$ cat src/rtl/aes_round_ctrl.sv
// Iterative AES-128 round sequencer: steps the shared round datapath through the
// initial AddRoundKey and rounds 1..NR, fetching each round key before launching the round.
module aes_round_ctrl #(
  parameter int NR      = 10,
  parameter int SB_LAT  = 1,
  parameter int MIX_LAT = 2
) (
  input  logic       clk,
  input  logic       rst,
  input  logic       start,
  input  logic       abort,
  input  logic       key_ack,
  input  logic       out_ready,
  output logic       in_ready,
  output logic       busy,
  output logic       key_req,
  output logic [3:0] key_round,
  output logic       dp_load_init,
  output logic       dp_launch,
  output logic       dp_bypass_mix,
  output logic       dp_capture,
  output logic       out_valid
);

  typedef enum logic [2:0] {IDLE, KEY, INIT, RUN, CAP, DONE} state_t;

  localparam logic [3:0] NR_W        = 4'(NR);
  localparam logic [3:0] LAT_FULL_M1 = 4'(SB_LAT + MIX_LAT - 1);
  localparam logic [3:0] LAT_LAST_M1 = 4'(SB_LAT - 1);

  state_t     state, state_nxt;
  logic [3:0] round, round_nxt;
  logic [3:0] cnt, cnt_nxt;
  logic       last_round;
  logic [3:0] lat_m1;

  // The final round skips MixColumns, so its datapath latency is shorter.
  assign last_round = (round == NR_W);
  assign lat_m1     = last_round ? LAT_LAST_M1 : LAT_FULL_M1;

  // NOTE: sequential state uses non-blocking assignments so every register
  // samples pre-edge values regardless of process ordering.
  always_ff @(posedge clk or posedge rst) begin
    if (rst) begin
      state <= IDLE;
      round <= '0;
      cnt   <= '0;
    end else begin
      state <= state_nxt;
      round <= round_nxt;
      cnt   <= cnt_nxt;
    end
  end

  // NOTE: every combinational output gets a default first, so no path can
  // leave it unassigned and infer a latch.
  always_comb begin
    state_nxt = state;
    round_nxt = round;
    cnt_nxt   = cnt;
    unique case (state)
      IDLE: if (start) begin
        state_nxt = KEY;
        round_nxt = '0;
      end
      KEY: if (key_ack) begin
        if (round == 4'd0) begin
          state_nxt = INIT;
        end else begin
          state_nxt = RUN;
          cnt_nxt   = lat_m1;
        end
      end
      INIT: begin
        state_nxt = KEY;
        round_nxt = 4'd1;
      end
      RUN: begin
        if (cnt == 4'd0) state_nxt = CAP;
        else             cnt_nxt   = cnt - 4'd1;
      end
      CAP: begin
        if (last_round) begin
          state_nxt = DONE;
        end else begin
          state_nxt = KEY;
          round_nxt = round + 4'd1;
        end
      end
      DONE: if (out_ready) begin
        state_nxt = IDLE;
        round_nxt = '0;
      end
      default: state_nxt = IDLE;
    endcase
    // Cancel overrides every other transition; the datapath state reg is left as is.
    if (abort) begin
      state_nxt = IDLE;
      round_nxt = '0;
      cnt_nxt   = '0;
    end
  end

  always_comb begin
    in_ready      = (state == IDLE);
    busy          = (state != IDLE);
    key_req       = (state == KEY);
    key_round     = round;
    dp_load_init  = (state == INIT);
    // cnt is loaded with L-1 on RUN entry, so this marks the first RUN cycle only.
    dp_launch     = (state == RUN) && (cnt == lat_m1);
    dp_bypass_mix = ((state == RUN) || (state == CAP)) && last_round;
    dp_capture    = (state == CAP);
    out_valid     = (state == DONE);
  end

endmodule
$ cat config.mk
export PLATFORM = sky130hd
export DESIGN_NAME = aes_round_ctrl
export DESIGN_NICKNAME = d
export VERILOG_FILES = /design/src/rtl/aes_round_ctrl.sv
export SDC_FILE = /design/constraint.sdc
export NUM_CORES = 1
export LEC_CHECK = 0
export CORE_MARGIN = 1
export CORE_UTILIZATION = 44
export DETAILED_ROUTE_END_ITERATION = 8
export PLACE_DENSITY = 0.72
export SLEW_MARGIN = 20
export SYNTH_ARGS = -nofsm -noshare
export SYNTH_HDL_FRONTEND = slang
export SYNTH_SLANG_ARGS = --single-unit
$ cat constraint.sdc
create_clock -name clk -period 1.5 [get_ports clk]
set_input_delay 0.3 -clock clk [delete_from_list [all_inputs] [get_ports clk]]
set_output_delay 0.3 -clock clk [all_outputs]
set_load 0.005 [all_outputs]
==> flow_metrics.env, run 1 <==
export IMPL_synth_seq_area_share=0.331
export IMPL_cts_hold_fix_buffers=0
export IMPL_port_buffers=17
export IMPL_rows=15
export IMPL_synthMuxAreaShare=0.0377
export IMPL_clockRootBuffer="clkbuf_4"
export IMPL_yosys_area_share_adder=0.0753
export IMPL_numCtsBuffers=3
export IMPL_status="stopped before the end"
export IMPL_synth_area_top_cells="dfrtp_1 (33%), ha_1 (7.5%), nand2_1 (4.1%)"
export IMPL_syn_area_um2=831
export IMPL_synth_main_ff_cell="dfrtp_1"
export IMPL_synth_edff_count=0
export IMPL_synth_top_area_frac=0.331
export IMPL_synth_distinct_cells=39
export IMPL_async_reset_ff_frac=1.00
export IMPL_place_congestion=0.853
export IMPL_antenna_found_initial=0
export IMPL_ys_top_cells_by_count="dfrtp_1 (11), nand2_1 (9), inv_1 (8), a21oi_1 (6)"
export IMPL_grt_max_degree=12
export IMPL_synth_area_per_cell_um2=8.84
export IMPL_pre_cts_ws_ns=-0.410
export IMPL_yosys_warnings=0
export IMPL_synth_xor_area_frac=0.0211
export IMPL_initial_core_util=0.476
export IMPL_synthSimpleGateAreaFrac=0.283
export IMPL_die_h_um=45.5
export IMPL_netlist_instances=94
export IMPL_htreeDepth=1
export IMPL_fp_dieW_um=45.5
export IMPL_synth_compound_area_share=0.190
export IMPL_dpl_hpwl_mm=1.73
export IMPL_lastStage="5_1_grt"
export IMPL_synth_fp_nets=105
export IMPL_synth_top_family_by_area="simple AND/OR/NAND/NOR gates"
export IMPL_worst_ep_kind="primary output"
export IMPL_clock_path_buffers=2
export IMPL_error_line="[ERROR DPL-0033] detailed placement checks failed during check placement."
export IMPL_post_place_cells=162
export IMPL_cts_sinks=11
export IMPL_crit_endpoint="dp_launch"
export IMPL_ys_seq_elements=11
export IMPL_io_pins=18
export IMPL_synth_most_common_cell="dfrtp_1"
export IMPL_yosysTopAreaCell="dfrtp_1"
-- kinds of logic after synthesis --
logic type,Yosys count
AND/OR/NAND/NOR,39
AO/OA/AOI/OAI,22
buffers and inverters,12
flip-flops,11
adder cells (fa/ha/maj),5
multiplexers,3
XOR/XNOR,2
-- through the flow --
stage / instance area (um2) / hold WS [ns] / utilization
4_1_cts: 1590 / 0.339 / 0.910
3_5_place_dp: 1260 / 0.586 / 0.722
2_1_floorplan: 861 / 0.152 / -
3_3_place_gp: 1260 / 0.578 / 0.722
-- repair_timing --
action,CTS
setup endpoints to repair,23
buffers inserted,23
pin swaps,25
gates resized for setup,82
==> inputs of run 2 (changes only) <==
--- a/config.mk
+++ b/config.mk
@@ -5,10 +5,10 @@
 export SDC_FILE = /design/constraint.sdc
 export NUM_CORES = 1
 export LEC_CHECK = 0
-export CORE_MARGIN = 1
-export CORE_UTILIZATION = 44
+export CORE_AREA = 2 2 63 65
 export DETAILED_ROUTE_END_ITERATION = 8
-export PLACE_DENSITY = 0.72
+export DIE_AREA = 0 0 65 67
+export PLACE_DENSITY_LB_ADDON = 0.15
 export SLEW_MARGIN = 20
 export SYNTH_ARGS = -nofsm -noshare
 export SYNTH_HDL_FRONTEND = slang
==> constraint.sdc (replaced) <==
create_clock -name clk -period 2 [get_ports clk]
set_input_delay 0.4 -clock clk [delete_from_list [all_inputs] [get_ports clk]]
set_output_delay 0.4 -clock clk [all_outputs]
set_load 0.005 [all_outputs]
==> flow_metrics.env, run 2 <==
export IMPL_r2r_cells=6
export IMPL_status="complete, no violations"
export IMPL_grt_max_degree=12
export IMPL_rows=22
export IMPL_r2r_end="key_round[0]"
export IMPL_cellPowerDensity_nw_per_um2=437
export IMPL_htreeDepth=1
export IMPL_min_period_ns=1.94
export IMPL_slew_headroom=0.704
export IMPL_topRoutingLayerUsed="met3"
export IMPL_area_growth_pct=52.9
export IMPL_synth_fp_nets=105
export IMPL_drive_gt1_frac=0.281
export IMPL_nNetsFinal=147
export IMPL_synth_seq_area_share=0.331
export IMPL_critPathBufInv=4
export IMPL_cts_hold_fix_buffers=0
export IMPL_path_cells="buf_4 > buf_4 > or3_4 > inv_1 > dlygate4sd2_1"
export IMPL_netlist_instances=94
export IMPL_postCtsSetupRepairBufs=0
export IMPL_critPathMaxStageDelay_ns=0.38
export IMPL_grt_pass1_vias=835
export IMPL_drv_cap=0
export IMPL_period_share=0.968
export IMPL_cp_max_fo=6
export IMPL_final_cell_mix="buf_4 (24), dfrtp_1 (11), nand2_1 (9), clkdlybuf4s50_1 (9), inv_1 (8)"
export IMPL_worstPathArrival_ns=1.54
export IMPL_async_reset_ff_frac=1.00
export IMPL_setup_tns_ns=0
export IMPL_reg2reg_slack_ns=0.14
export IMPL_viasPerCell=4.51
export IMPL_synth_area_per_cell_um2=8.84
export IMPL_max_freq_mhz=517
export IMPL_port_buffers=17
export IMPL_worst_path_most_repeated_cell="buf_4"
export IMPL_dpl_hpwl_mm=1.73
export IMPL_worstReg2RegStart="state[2]"
export IMPL_routedWlPerCell_um=11.7
export IMPL_cp_endpoint="in_ready"
export IMPL_met1_length_um=981
export IMPL_clock_skew_ns=0.00511
export IMPL_fin_cells=183
export IMPL_met3_wirelength_um=81
export IMPL_post_place_cells=179
export IMPL_drv_slew=0
export IMPL_worst_path_max_delay_cell="or3_4"
export IMPL_initial_core_util=0.230
export IMPL_critPathKind="reg -> out"
export IMPL_drtIter0Drc=16
export IMPL_clk_insertion_delay_late_ns=0.24
export IMPL_fp_dieW_um=65
export IMPL_cp_top_family="buffers and inverters"
export IMPL_synth_main_ff_cell="dfrtp_1"
export IMPL_grt_pass1_wl_mm=3.67
export IMPL_layout_commonest_cell="buf_4"
export IMPL_yosys_warnings=0
export IMPL_met2_wirelength_mm=1.08
export IMPL_synth_edff_count=0
export IMPL_crit_start="state[2]"
export IMPL_die_h_um=67
export IMPL_peakVddDrop_mv=0.260
export IMPL_worst_hold_path_type="in -> async"
export IMPL_drcViolationCount=0
export IMPL_coreArea_um2=3610
export IMPL_ys_top_cells_by_count="dfrtp_1 (11), nand2_1 (9), inv_1 (8), a21oi_1 (6)"
export IMPL_tritoncts="built"
export IMPL_cp_start_kind="flip-flop"
export IMPL_required_ns=1.60
export IMPL_path_clk_slew_ns=0.05
export IMPL_antenna_found_initial=0
export IMPL_setup_viol=0
export IMPL_worstSetupEndpointType="output port"
export IMPL_final_hold_viol_count=0
export IMPL_worst_pin_slew_ns=0.444
export IMPL_ys_seq_elements=11
export IMPL_rsz0062_at_grt="no"
export IMPL_clockRootBuffer="clkbuf_8"
export IMPL_num_antenna_cells=0
export IMPL_place_congestion=0.772
export IMPL_wl_mm=2.15
export IMPL_overflow=0
export IMPL_synth_most_common_cell="dfrtp_1"
export IMPL_clock_path_buffers=2
export IMPL_yosysTopAreaCell="dfrtp_1"
export IMPL_synth_distinct_cells=39
export IMPL_synth_top_area_frac=0.331
export IMPL_numCtsBuffers=3
export IMPL_firstDrtPassIters=4
export IMPL_grt_use_total=0.110
export IMPL_p_leak_nw=0.628
export IMPL_post_route_util=0.352
export IMPL_die_area_um2=4360
export IMPL_io_pins=18
export IMPL_critical_path_cell_count=5
export IMPL_synth_area_top_cells="dfrtp_1 (33%), ha_1 (7.5%), nand2_1 (4.1%)"
export IMPL_vias=825
export IMPL_cts_sinks=11
export IMPL_syn_area_um2=831
export IMPL_ant_nets=0
[run 2: layout make-up]
class | count | area (um2)
well taps | 48 | 60.1
repair buffers | 41 | 337
inverters | 8 | 30.0
fillers | 372 | 2340
multi-input cells | 71 | 523
flip-flops and latches | 11 | 275
clock buffers | 4 | 45.0
[run 2: repair_timing]
action | 4_1_cts | 5_1_grt
hold endpoints to repair | 0 | 0
gates resized for setup | 11 | 4
pin swaps | 0 | 0
setup endpoints to repair | 8 | 6
[run 2: worst min-delay path by stage]
stage / from / to / slack [ns] / cells after the start
floorplan: rst / cnt[0] / 0.25 / 1
global placement: cnt[0] / cnt[0] / 0.59 / 2
detailed placement: cnt[2] / cnt[2] / 0.59 / 2
finish: rst / key_round[0] / 0.46 / 2
global route: rst / key_round[0] / 0.51 / 2
CTS: rst / cnt[2] / 0.48 / 2
[run 2: logic make-up (layout without fill, tap and decap cells)]
family	count (synthesis)	count (layout)	share of synthesized area
compound gates	22	22	0.190
xor+xnor	2	2	0.0211
fa+ha+maj	5	5	0.0753
buf+inv	12	53	0.0617
flops	11	11	0.331
mux	3	3	0.0377
simple gates	39	39	0.283
[run 2: layer usage]
metal / vias up / track usage
li1: 413 / -
met1: 392 / 0.133
met2: 20 / 0.197
met3: 0 / 0.0321
met4: 0 / 0.0160
met5: - / 0
[run 2: where the power goes]
group	internal [mW]	switching, mW
registers	0.227	0.00298
clock network	0.140	0.0830
logic	0.0560	0.0463
total	0.423	0.132
[run 2: through the flow]
stage	hold WS (ns)	worst slack (ns)	area, um2	power, mW
after floorplan	0.252	0.298	831	0.279
after global placement	0.587	-0.0664	1220	0.339
after detailed placement	0.590	-0.0727	1220	0.337
after CTS	0.479	0.0129	1260	0.565
after global routing	0.507	0.00723	1270	0.585
final	0.462	0.0639	1270	0.555
No activity file was read; power rests on OpenSTA's default activity.
